[config.mk]
export PLATFORM = sky130hd
export DESIGN_NAME = uart_fifo_core
export DESIGN_NICKNAME = d
export VERILOG_FILES = /design/src/rtl/uart_pkg.sv /design/src/rtl/uart_sync_fifo.sv /design/src/rtl/uart_fifo_core.sv
export SDC_FILE = /design/constraint.sdc
export NUM_CORES = 1
export LEC_CHECK = 0
export ABC_CLOCK_PERIOD_IN_PS = 6600
export CAP_MARGIN = 20
export CORE_MARGIN = 2
export CORE_UTILIZATION = 45
export CTS_CLUSTER_SIZE = 12
export DETAILED_ROUTE_END_ITERATION = 7
export DONT_BUFFER_PORTS = 1
export SYNTH_ARGS = -nofsm -noshare
export SYNTH_HDL_FRONTEND = slang
export SYNTH_SLANG_ARGS = --single-unit
[constraint.sdc]
create_clock -name clk_in1 -period 6.6 [get_ports clk_in1]
set_input_delay 0.33 -clock clk_in1 [delete_from_list [all_inputs] [get_ports clk_in1]]
set_output_delay 0.33 -clock clk_in1 [all_outputs]
set_load 0.01 [all_outputs]
[src/rtl/uart_pkg.sv]
// Shared types and constants for uart_fifo_core: FSM state encodings, the
// 16x oversampling constants and the baud divisor helper.
package uart_pkg;

  localparam int OVERSAMPLE = 16;
  localparam int MID_SAMPLE = 8;

  typedef enum logic [2:0] {
    TX_IDLE, TX_START, TX_DATA, TX_PARITY, TX_STOP
  } tx_state_t;

  typedef enum logic [2:0] {
    RX_IDLE, RX_START, RX_DATA, RX_PARITY, RX_STOP
  } rx_state_t;

  function automatic int calc_div(input int clk_hz, input int baud);
    int d;
    d = clk_hz / (baud * OVERSAMPLE);
    return (d < 1) ? 1 : d;
  endfunction

endpackage

[src/rtl/uart_sync_fifo.sv]
// Single-clock show-ahead FIFO; the head word is presented while not empty and
// reads as zero when empty. A push into a full FIFO is accepted only with a pop.
module uart_sync_fifo #(
  parameter int WIDTH = 8,
  parameter int DEPTH = 16
) (
  input  logic             clk,
  input  logic             rst,
  input  logic             push_i,
  input  logic [WIDTH-1:0] push_data_i,
  input  logic             pop_i,
  output logic [WIDTH-1:0] pop_data_o,
  output logic             full_o,
  output logic             empty_o,
  output logic             push_ok_o
);

  localparam int AW = (DEPTH > 1) ? $clog2(DEPTH) : 1;

  logic [WIDTH-1:0] mem_q [DEPTH];
  logic [AW-1:0]    wr_ptr_q, wr_ptr_d, rd_ptr_q, rd_ptr_d;
  logic [AW:0]      count_q, count_d;
  logic             do_push_s, do_pop_s;

  // Accept/ignore decisions and next-state pointers and occupancy.
  always_comb begin
    do_pop_s  = pop_i && (count_q != {(AW+1){1'b0}});
    do_push_s = push_i && ((count_q != (AW+1)'(DEPTH)) || do_pop_s);
    if (do_push_s) wr_ptr_d = wr_ptr_q + AW'(1);
    else           wr_ptr_d = wr_ptr_q;
    if (do_pop_s) rd_ptr_d = rd_ptr_q + AW'(1);
    else          rd_ptr_d = rd_ptr_q;
    case ({do_push_s, do_pop_s})
      2'b10:   count_d = count_q + (AW+1)'(1);
      2'b01:   count_d = count_q - (AW+1)'(1);
      default: count_d = count_q;
    endcase
  end

  // Pointer and occupancy registers.
  always_ff @(posedge clk or posedge rst) begin
    if (rst) begin
      wr_ptr_q <= {AW{1'b0}};
      rd_ptr_q <= {AW{1'b0}};
      count_q  <= {(AW+1){1'b0}};
    end else begin
      wr_ptr_q <= wr_ptr_d;
      rd_ptr_q <= rd_ptr_d;
      count_q  <= count_d;
    end
  end

  // Storage array; contents are don't-care until written.
  always_ff @(posedge clk) begin
    if (do_push_s) mem_q[wr_ptr_q] <= push_data_i;
  end

  assign empty_o    = (count_q == {(AW+1){1'b0}});
  assign full_o     = (count_q == (AW+1)'(DEPTH));
  assign push_ok_o  = do_push_s;
  assign pop_data_o = empty_o ? {WIDTH{1'b0}} : mem_q[rd_ptr_q];

endmodule

[src/rtl/uart_fifo_core.sv]
// FIFO-buffered UART transceiver with 16x oversampled receiver.
// Optional parity bit enabled by defining UART_PARITY_EN.
module uart_fifo_core
  import uart_pkg::*;
#(
  parameter int CLK_HZ     = 100_000_000,
  parameter int BAUD       = 9600,
  parameter int DATA_W     = 8,
  parameter int STOP_BITS  = 1,
  parameter int FIFO_DEPTH = 16
) (
  input  logic              clk_in1,
  input  logic              reset_pi,
  input  logic [DATA_W-1:0] tx_data_pi,
  input  logic              tx_wr_pi,
  output logic              tx_full_po,
  output logic              tx_busy_po,
  output logic [DATA_W-1:0] rx_data_po,
  output logic              rx_ferr_po,
  output logic              rx_perr_po,
  input  logic              rx_rd_pi,
  output logic              rx_empty_po,
  output logic              rx_overrun_po,
  input  logic              clr_err_pi,
`ifdef UART_PARITY_EN
  input  logic              parity_odd_pi,
`endif
  input  logic              rx,
  output logic              tx
);

  localparam int DIV   = calc_div(CLK_HZ, BAUD);
  localparam int DIV_W = $clog2(DIV + 1);
  localparam logic [3:0] LAST_TICK = 4'(OVERSAMPLE - 1);
  localparam logic [3:0] MID_TICK  = 4'(MID_SAMPLE);
  localparam logic [2:0] LAST_BIT  = 3'(DATA_W - 1);
  localparam logic [0:0] LAST_STOP = 1'(STOP_BITS - 1);

  logic parity_odd_s;
`ifdef UART_PARITY_EN
  assign parity_odd_s = parity_odd_pi;
`else
  assign parity_odd_s = 1'b0;
`endif

  logic [DIV_W-1:0] div_q, div_d;
  logic             tick_s;
  logic [1:0]       sync_q, sync_d;
  logic             rx_prev_q, rx_prev_d, rx_line_s, rx_fall_s;
  logic             overrun_q, overrun_d;

  tx_state_t         tx_state_q;
  logic              tx_q, tx_par_q, tx_pop_s, tx_empty_s, tx_bit_end_s, tx_push_ok_s;
  logic [DATA_W-1:0] tx_shift_q, tx_head_s;
  logic [3:0]        tx_tick_q;
  logic [2:0]        tx_bit_q;
  logic [0:0]        tx_stop_q;

  rx_state_t         rx_state_q;
  logic [DATA_W-1:0] rx_shift_q;
  logic [DATA_W+1:0] rx_word_q, rx_head_s;
  logic [3:0]        rx_tick_q;
  logic [2:0]        rx_bit_q;
  logic              rx_perr_q, rx_push_q, rx_mid_s, rx_bit_end_s, rx_full_s, rx_push_ok_s;
  logic              unused_s;

  // Tick divider, input synchronizer and sticky overrun next-state.
  always_comb begin
    tick_s    = (div_q == DIV_W'(DIV - 1));
    if (tick_s) div_d = {DIV_W{1'b0}};
    else        div_d = div_q + DIV_W'(1);
    sync_d    = {sync_q[0], rx};
    rx_prev_d = sync_q[1];
    if (rx_push_q && !rx_push_ok_s) overrun_d = 1'b1;
    else if (clr_err_pi)            overrun_d = 1'b0;
    else                            overrun_d = overrun_q;
  end

  // Divider, synchronizer and overrun flag registers.
  always_ff @(posedge clk_in1 or posedge reset_pi) begin
    if (reset_pi) begin
      div_q     <= {DIV_W{1'b0}};
      sync_q    <= 2'b11;
      rx_prev_q <= 1'b1;
      overrun_q <= 1'b0;
    end else begin
      div_q     <= div_d;
      sync_q    <= sync_d;
      rx_prev_q <= rx_prev_d;
      overrun_q <= overrun_d;
    end
  end

  assign rx_line_s    = sync_q[1];
  assign rx_fall_s    = rx_prev_q & ~rx_line_s;
  assign tx_bit_end_s = tick_s && (tx_tick_q == LAST_TICK);
  assign rx_mid_s     = tick_s && (rx_tick_q == MID_TICK);
  assign rx_bit_end_s = tick_s && (rx_tick_q == LAST_TICK);

  // Pop the next word on a tick from IDLE, or straight out of the last stop bit.
  always_comb begin
    tx_pop_s = 1'b0;
    if (tx_empty_s)                     tx_pop_s = 1'b0;
    else if (tx_state_q == TX_IDLE)     tx_pop_s = tick_s;
    else if (tx_state_q == TX_STOP)     tx_pop_s = tx_bit_end_s && (tx_stop_q == LAST_STOP);
    else                                tx_pop_s = 1'b0;
  end

  // Transmit FSM with registered serial output.
  always_ff @(posedge clk_in1 or posedge reset_pi) begin
    if (reset_pi) begin
      tx_state_q <= TX_IDLE;
      tx_q       <= 1'b1;
      tx_shift_q <= {DATA_W{1'b0}};
      tx_par_q   <= 1'b0;
      tx_tick_q  <= 4'd0;
      tx_bit_q   <= 3'd0;
      tx_stop_q  <= 1'b0;
    end else if (tx_pop_s) begin
      tx_state_q <= TX_START;
      tx_q       <= 1'b0;
      tx_shift_q <= tx_head_s;
      tx_par_q   <= (^tx_head_s) ^ parity_odd_s;
      tx_tick_q  <= 4'd0;
    end else begin
      if (tick_s && tx_state_q != TX_IDLE) tx_tick_q <= tx_tick_q + 4'd1;
      case (tx_state_q)
        TX_IDLE: tx_q <= 1'b1;
        TX_START: if (tx_bit_end_s) begin
          tx_state_q <= TX_DATA;
          tx_q       <= tx_shift_q[0];
          tx_bit_q   <= 3'd0;
        end
        TX_DATA: if (tx_bit_end_s) begin
          if (tx_bit_q == LAST_BIT) begin
`ifdef UART_PARITY_EN
            tx_state_q <= TX_PARITY;
            tx_q       <= tx_par_q;
`else
            tx_state_q <= TX_STOP;
            tx_q       <= 1'b1;
            tx_stop_q  <= 1'b0;
`endif
          end else begin
            tx_shift_q <= {1'b0, tx_shift_q[DATA_W-1:1]};
            tx_q       <= tx_shift_q[1];
            tx_bit_q   <= tx_bit_q + 3'd1;
          end
        end
        TX_PARITY: if (tx_bit_end_s) begin
          tx_state_q <= TX_STOP;
          tx_q       <= 1'b1;
          tx_stop_q  <= 1'b0;
        end
        TX_STOP: if (tx_bit_end_s) begin
          if (tx_stop_q == LAST_STOP) tx_state_q <= TX_IDLE;
          else                        tx_stop_q  <= tx_stop_q + 1'b1;
        end
        default: begin
          tx_state_q <= TX_IDLE;
          tx_q       <= 1'b1;
        end
      endcase
    end
  end

  // Receive FSM: mid-bit sampling, glitch rejection and word push.
  always_ff @(posedge clk_in1 or posedge reset_pi) begin
    if (reset_pi) begin
      rx_state_q <= RX_IDLE;
      rx_shift_q <= {DATA_W{1'b0}};
      rx_word_q  <= {(DATA_W+2){1'b0}};
      rx_tick_q  <= 4'd0;
      rx_bit_q   <= 3'd0;
      rx_perr_q  <= 1'b0;
      rx_push_q  <= 1'b0;
    end else begin
      rx_push_q <= 1'b0;
      if (tick_s) rx_tick_q <= rx_tick_q + 4'd1;
      case (rx_state_q)
        RX_IDLE: if (rx_fall_s) begin
          rx_state_q <= RX_START;
          rx_tick_q  <= 4'd0;
          rx_bit_q   <= 3'd0;
          rx_perr_q  <= 1'b0;
        end
        RX_START: begin
          if (rx_mid_s && rx_line_s) rx_state_q <= RX_IDLE;
          else if (rx_bit_end_s)     rx_state_q <= RX_DATA;
        end
        RX_DATA: begin
          if (rx_mid_s) rx_shift_q <= {rx_line_s, rx_shift_q[DATA_W-1:1]};
          if (rx_bit_end_s) begin
            if (rx_bit_q == LAST_BIT) begin
`ifdef UART_PARITY_EN
              rx_state_q <= RX_PARITY;
`else
              rx_state_q <= RX_STOP;
`endif
            end else begin
              rx_bit_q <= rx_bit_q + 3'd1;
            end
          end
        end
        RX_PARITY: begin
          if (rx_mid_s)     rx_perr_q  <= rx_line_s ^ (^rx_shift_q) ^ parity_odd_s;
          if (rx_bit_end_s) rx_state_q <= RX_STOP;
        end
        RX_STOP: if (rx_mid_s) begin
          rx_push_q  <= 1'b1;
          rx_word_q  <= {rx_perr_q, ~rx_line_s, rx_shift_q};
          rx_state_q <= RX_IDLE;
        end
        default: rx_state_q <= RX_IDLE;
      endcase
    end
  end

  uart_sync_fifo #(.WIDTH(DATA_W), .DEPTH(FIFO_DEPTH)) u_tx_fifo (
    .clk(clk_in1), .rst(reset_pi),
    .push_i(tx_wr_pi), .push_data_i(tx_data_pi),
    .pop_i(tx_pop_s), .pop_data_o(tx_head_s),
    .full_o(tx_full_po), .empty_o(tx_empty_s), .push_ok_o(tx_push_ok_s)
  );

  uart_sync_fifo #(.WIDTH(DATA_W + 2), .DEPTH(FIFO_DEPTH)) u_rx_fifo (
    .clk(clk_in1), .rst(reset_pi),
    .push_i(rx_push_q), .push_data_i(rx_word_q),
    .pop_i(rx_rd_pi), .pop_data_o(rx_head_s),
    .full_o(rx_full_s), .empty_o(rx_empty_po), .push_ok_o(rx_push_ok_s)
  );

  assign tx            = tx_q;
  assign tx_busy_po    = (tx_state_q != TX_IDLE) || !tx_empty_s;
  assign rx_data_po    = rx_head_s[DATA_W-1:0];
  assign rx_ferr_po    = rx_head_s[DATA_W];
  assign rx_overrun_po = overrun_q;
`ifdef UART_PARITY_EN
  assign rx_perr_po    = rx_head_s[DATA_W+1];
`else
  assign rx_perr_po    = 1'b0;
`endif
  assign unused_s      = ^{tx_push_ok_s, tx_par_q, rx_full_s, rx_head_s[DATA_W+1]};

endmodule

Word-level counts from Yosys, hierarchy flattened:

Memory sizes are Yosys's and may differ from the RTL's.
Index checks and enable logic that the tools add are counted.

* equal/unequal tests: 44
* muxes and demuxes: 64
* bitwise operators: 5
* reduce and logical (&&, ||, !) cells: 44
* add/subtract/negate cells: 14

Operator list (number)
* $mux 3: 20
* $mux 8: 5
* $pmux 3 s5: 2
* $ne 2x2->1 const B: 13
* $add 4x1->4 const B: 6
* $mux 1: 23
* $mux 4: 5
* $pmux 5 s2: 2
* $ne 3x2->1 const B: 6
* $reduce_bool 2->1: 9
* $eq 3x2->1 const B: 4
* $eq 3x3->1 const B: 4
* $eq 4x4->1 const B: 3
* $pmux 3 s2: 2
* $reduce_and 6->1: 2
* $logic_and 1x1->1: 11
* $add 10x1->10 const B: 1
* $add 5x1->5 const B: 2
* $eq 10x10->1 const B: 1
* $logic_not 5->1: 2
* $mux 10: 1
* $ne 5x5->1 const B: 2
* $reduce_bool 5->1: 2
* $sub 5x1->5 const B: 2
* other kinds (25): 41

* register bits: 90
* output and inout port bits: 15
* memories: 2
* bits in writable memories: 288

Memories
* u_rx_fifo.mem_q: depth 16, bits a word 10, read ports 1, clocked after Yosys merged registers in 0, write ports 1, line uart_sync_fifo.sv:20 `logic [WIDTH-1:0] mem_q [DEPTH];`
* u_tx_fifo.mem_q: depth 16, bits a word 8, read ports 1, clocked after Yosys merged registers in 0, write ports 1, line uart_sync_fifo.sv:20

Longest topological paths before layout:

* depth in word-level cells: 11
* depth in mapped cells: 14

Cells and area by module:

A second synthesis with hierarchy kept.

* cells, all modules: 975
* area, all modules: 16131.7 µm²

Modules (own cells, without submodules)
* uart_sync_fifo (u_rx_fifo): area an instance 7084.3 µm², times used 1, cells each 366, seq. area each 5129.9 µm²
* uart_sync_fifo (u_tx_fifo): area an instance 5875.6 µm², times used 1, cells each 316, seq. area each 4169.0 µm²
* uart_fifo_core: area an instance 3171.8 µm², times used 1, cells each 293, seq. area each 1581.5 µm²

Least setup slack after synthesis:

Ideal clock, no wire load.

* path kind: register to register
* start: reg div_q[0]
* end: reg u_tx_fifo.count_q[4]
* data arrival time: 2.873 ns
* cell stages (with the launch flop): 14
* slack: 3.605 ns
* path buffers: 0
* cells stage by stage: dfrtp_1 > inv_1 > ha_1 > nand4b_1 > nor3_4 > a21o_1 > nand2_1 > ha_1 > fa_1 > a21o_1 > a21oi_1 > xor2_1 > nor2_1 > xnor2_1

* longest elaborated chain between the ends: 11
* elaborated cells on any way between the ends: 13
* those cells by class: eq/ne (3); mux (4); reduce/logical (6)

Ends and longest elaborated chain
* from (decl): line uart_fifo_core.sv:46 `logic [DIV_W-1:0] div_q, div_d;`
* from (signal assigned): line uart_fifo_core.sv:82 `div_q <= {DIV_W{1'b0}};`
* from (signal assigned): line uart_fifo_core.sv:87 `div_q <= div_d;`
* $eq 10x10->1 (*): line uart_fifo_core.sv:69 `tick_s = (div_q == DIV_W'(DIV - 1));`
* $logic_and 1x1->1: line uart_fifo_core.sv:96 `assign tx_bit_end_s = tick_s && (tx_tick_q == LAST_TICK);`
* $logic_and 1x1->1: line uart_fifo_core.sv:105 `else if (tx_state_q == TX_STOP) tx_pop_s = tx_bit_end_s && (tx_stop_q == LAST_STOP);`
* $mux 1: line uart_fifo_core.sv:105
* $mux 1 (*): line uart_fifo_core.sv:104 `else if (tx_state_q == TX_IDLE) tx_pop_s = tick_s;`
* $mux 1 (*): line uart_fifo_core.sv:103 `if (tx_empty_s) tx_pop_s = 1'b0;`
* $logic_and 1x1->1 (*): line uart_sync_fifo.sv:27 `do_pop_s = pop_i && (count_q != {(AW+1){1'b0}});`
* $logic_or 1x1->1: line uart_sync_fifo.sv:28 `do_push_s = push_i && ((count_q != (AW+1)'(DEPTH)) || do_pop_s);`
* $logic_and 1x1->1: line uart_sync_fifo.sv:28
* $eq 2x1->1 or $eq 2x2->1 (tied branches): line uart_sync_fifo.sv:33 `case ({do_push_s, do_pop_s})`
* $pmux 5 s2 or $reduce_bool 2->1 (tied branches)
* to (signal assigned): line uart_sync_fifo.sv:45 `count_q <= {(AW+1){1'b0}};`
* to (signal assigned): line uart_sync_fifo.sv:49 `count_q <= count_d;`
* to (decl): line uart_sync_fifo.sv:22 `logic [AW:0] count_q, count_d;`

Mark *: on every way between the ends. The rest lies on a longest branch, timed or not.
A chain may end at the register's enable or synchronous reset.

Final worst setup path:

Same ends and word-level chain as after synthesis.

==> qor.yml <==
run_status:
  outcome: "completed"
flow_run:
  cap_violations: 0
timing:
  final_max_slew_viol_count: 0
  rsz0062_at_grt: "no"
  fmax_ghz: 0.249
  worst_hold_slack_ps: 55.2
  max-slew-margin-rel_pct: 36.0
  setup_tns_ps: 0
  setup_viol: 0
  hold_viol_final: 0
  min_period_over_period_pct: 60.8
  finalCriticalPeriod_ps: 4010
  setup_ws_ps: 2590
  tightestPinTransition_ps: 958
  fin_skew_ps: 28.2
critical_path:
  cp_slowest_cell: "nor3_4"
  critPathMaxStageDelay_ps: 600
  crit_path_cell_trace: "inv_1 -> ha_1 -> nand4b_1 -> nor3_4 -> nand2_1 -> inv_1 -> ha_1 -> ha_1 -> a21o_1 -> a21oi_1 -> xor2_1 -> nor2_1 -> xnor2_1"
  crit_end: "u_tx_fifo.count_q[4]"
  required_ps: 7000
  worstRegToRegCells: 13
  critPathKind: "reg -> reg"
  start_kind: "flop"
  worst-path-max-fanout: 16
  startpoint: "div_q[0]"
  r2r-end: "u_tx_fifo.count_q[4]"
  path_common_cell: "ha_1"
  regToRegStartpoint: "div_q[0]"
  worst_setup_path_end_kind: "flop"
  critPathArrivalTime_ps: 4410
  r2r_slack_ps: 2590
drt:
  maxUsedRoutingLayer: "met5"
  wl_met3_um: 1170
  drc: 0
  drt_wl_total_um: 26300
  route.vias.total: 7054
  drtPass1Iterations: 4
  wl_met2_um: 12900
  routedWlPerCell_um: 19.6
  drt-met1-wl_um: 11700
  drt_iter0_markers: 391
  vias_per_cell: 5.25
  postRouteAntennaNets: 0
pwr:
  netSwitchingFraction_pct: 22.1
  powerDensity_mw_per_mm2: 301
  p_leak_nw: 6.28
  combPwrFrac_pct: 7.4
  power_mw: 4.98
  power.internal_mw: 3.88
  pwr-share-clk_pct: 42.4
  vdd_ir_drop_max_uv: 236
  p_seq_share_pct: 50.2
  power.switching_mw: 1.10
clock_network:
  cts_tree: "yes"
  htree_levels: 2
  clkTransAtPathRegs_ps: 50
  clk_latency_ps: 540
  clock_sinks: 359
  cts_root_buf: "clkbuf_16"
  cts_buffers: 39
  ctsResizeCount: 0
  postCtsHoldBufs: 12
  clockBufferDepth: 3
  post_cts_buffers: 0
hold_path:
  min_path_type: "in -> reg"
  min-delay-start: "tx_wr_pi"
yosys:
  ys_types: 54
  ys_top_cells_by_area: "edfxtp_1 55%, dfrtp_1 14%, mux4_2 12%"
  synth-edff-count: 272
  async_flop_share_pct: 24.2
  synth_flop_cell: "edfxtp_1"
  yosysTopAreaCell: "edfxtp_1"
  yosysMostFrequentCell: "edfxtp_1"
  syn_area_mm2: 0.0147
  synth_nets: 890
  synth_common_cells: "272 x edfxtp_1, 83 x dfrtp_1, 77 x mux4_2"
  syn_avg_cell_area_um2: 17.4
  ys_seq_area_share_pct: 70.2
  synth_top_area_share_pct: 55.4
  synth_cells: 847
  ys_ff_latch: 359
  yosys_warnings: 0
finish:
  layout-drive-gt1-share_pct: 20.0
  stdcell_count: 1343
  design_area_mm2: 0.0166
  antenna_cells: 0
  layout.nets: 914
  post-route-util_pct: 51.2
  area_delta_synth_final_pct: 12.5
floorplan:
  core_mm2: 0.0324
  die_h_um: 185
  die_x_um: 185
  initial_core_util_pct: 45.5
  std_cell_rows: 66
  die_area_mm2: 0.0342
  io-pin-count: 29
placement:
  pre_cts_ws_ps: 2530
  post-dp-hpwl_um: 17000
  place_inst: 1260
  port-buffer-count: 0
  gp_congestion: 0.761
  place_area_mm2: 0.0152
global_route:
  antenna_found_initial: 1
  grt_first_pass_wirelength_um: 42300
  grt_pass1_vias: 7443
  grt_max_degree: 57
  grt_usage_pct: 16.1
  gr-total-overflow: 0
[routing by layer]
| metal | track usage, % | up-vias |
|---|---|---|
| met5 | 0 | - |
| met4 | 4.60 | 2 |
| met3 | 2.89 | 37 |
| met2 | 26.7 | 115 |
| met1 | 21.9 | 3586 |
| li1 | - | 3314 |
[power groups by stage]
stage,clock [mW],sequential (mW),combinational (mW)
finish,2.11,2.50,0.370
global route,2.25,2.51,0.417
CTS,2.16,2.50,0.386
detailed placement,0,2.55,0.367
global placement,0,2.55,0.365
floorplan,0,2.52,0.329
[cell usage in the layout (no fill, tap or decap), types with 12 or more instances in the layout]
master / n
xor2_1: 13
nand3_1: 15
clkbuf_16: 39
nor2b_1: 14
a22oi_1: 16
and3_1: 17
nor3_1: 12
ha_1: 27
nand2_1: 55
dfrtp_1: 81
inv_1: 22
mux4_2: 77
nor2_1: 45
xnor2_1: 21
dlygate4sd3_1: 12
edfxtp_1: 272
mux2_2: 20
clkbuf_1: 15
[state kept, by name, summed over array words and instances, names as in the netlist, 4 cells and up]
name                flops
u_rx_fifo.rd_ptr_q      4
rx_word_q               9
div_q                  10
u_rx_fifo.mem_q       144
tx_shift_q              8
rx_shift_q              8
rx_tick_q               4
u_tx_fifo.rd_ptr_q      4
u_tx_fifo.mem_q       128
u_tx_fifo.wr_ptr_q      4
u_rx_fifo.wr_ptr_q      4
u_rx_fifo.count_q       5
u_tx_fifo.count_q       5
tx_tick_q               4
[worst min path at each step]
| stage | slack, ps | endpoint | depth (start not counted) |
|---|---|---|---|
| final | 60 | u_tx_fifo.wr_ptr_q[0] | 2 |
| after global routing | 70 | u_tx_fifo.wr_ptr_q[0] | 2 |
| after CTS | 40 | u_tx_fifo.wr_ptr_q[0] | 2 |
| after detailed placement | 230 | rx_overrun_po | 1 |
| after global placement | 230 | rx_overrun_po | 1 |
| after floorplan | 330 | sync_q[0] | 0 |
[cells by family after synthesis]
family / count (synthesis) / synth area share, %
DFF: 359 / 70.2
AOI/OAI and AO/OA: 64 / 2.95
and+or+nand+nor: 199 / 6.95
muxes: 100 / 13.5
xor gates and xnor gates: 34 / 2.02
buffers and inverters: 61 / 1.75
adders and majority gates: 29 / 2.56
other: 1 / 0.0254
[area by class of cell]
| type | instances | area (um^2) |
|---|---|---|
| fillers | 2726 | 15800 |
| repair buffers | 21 | 188 |
| well taps | 442 | 553 |
| flip-flops and latches | 359 | 10400 |
| clock buffers | 61 | 1130 |
| clock inverters | 10 | 136 |
| multi-input cells | 427 | 4130 |
| inverters | 23 | 88.8 |
[critical path: cells and delay by family (launching register included)]
kind	cells	cell delay (ps)
buf+inv	2	570
fa+ha+maj	3	840
simple gates	4	1470
flops	1	410
compound gates	2	330
xor+xnor	2	290
No activity file was read; power rests on OpenSTA's default activity.
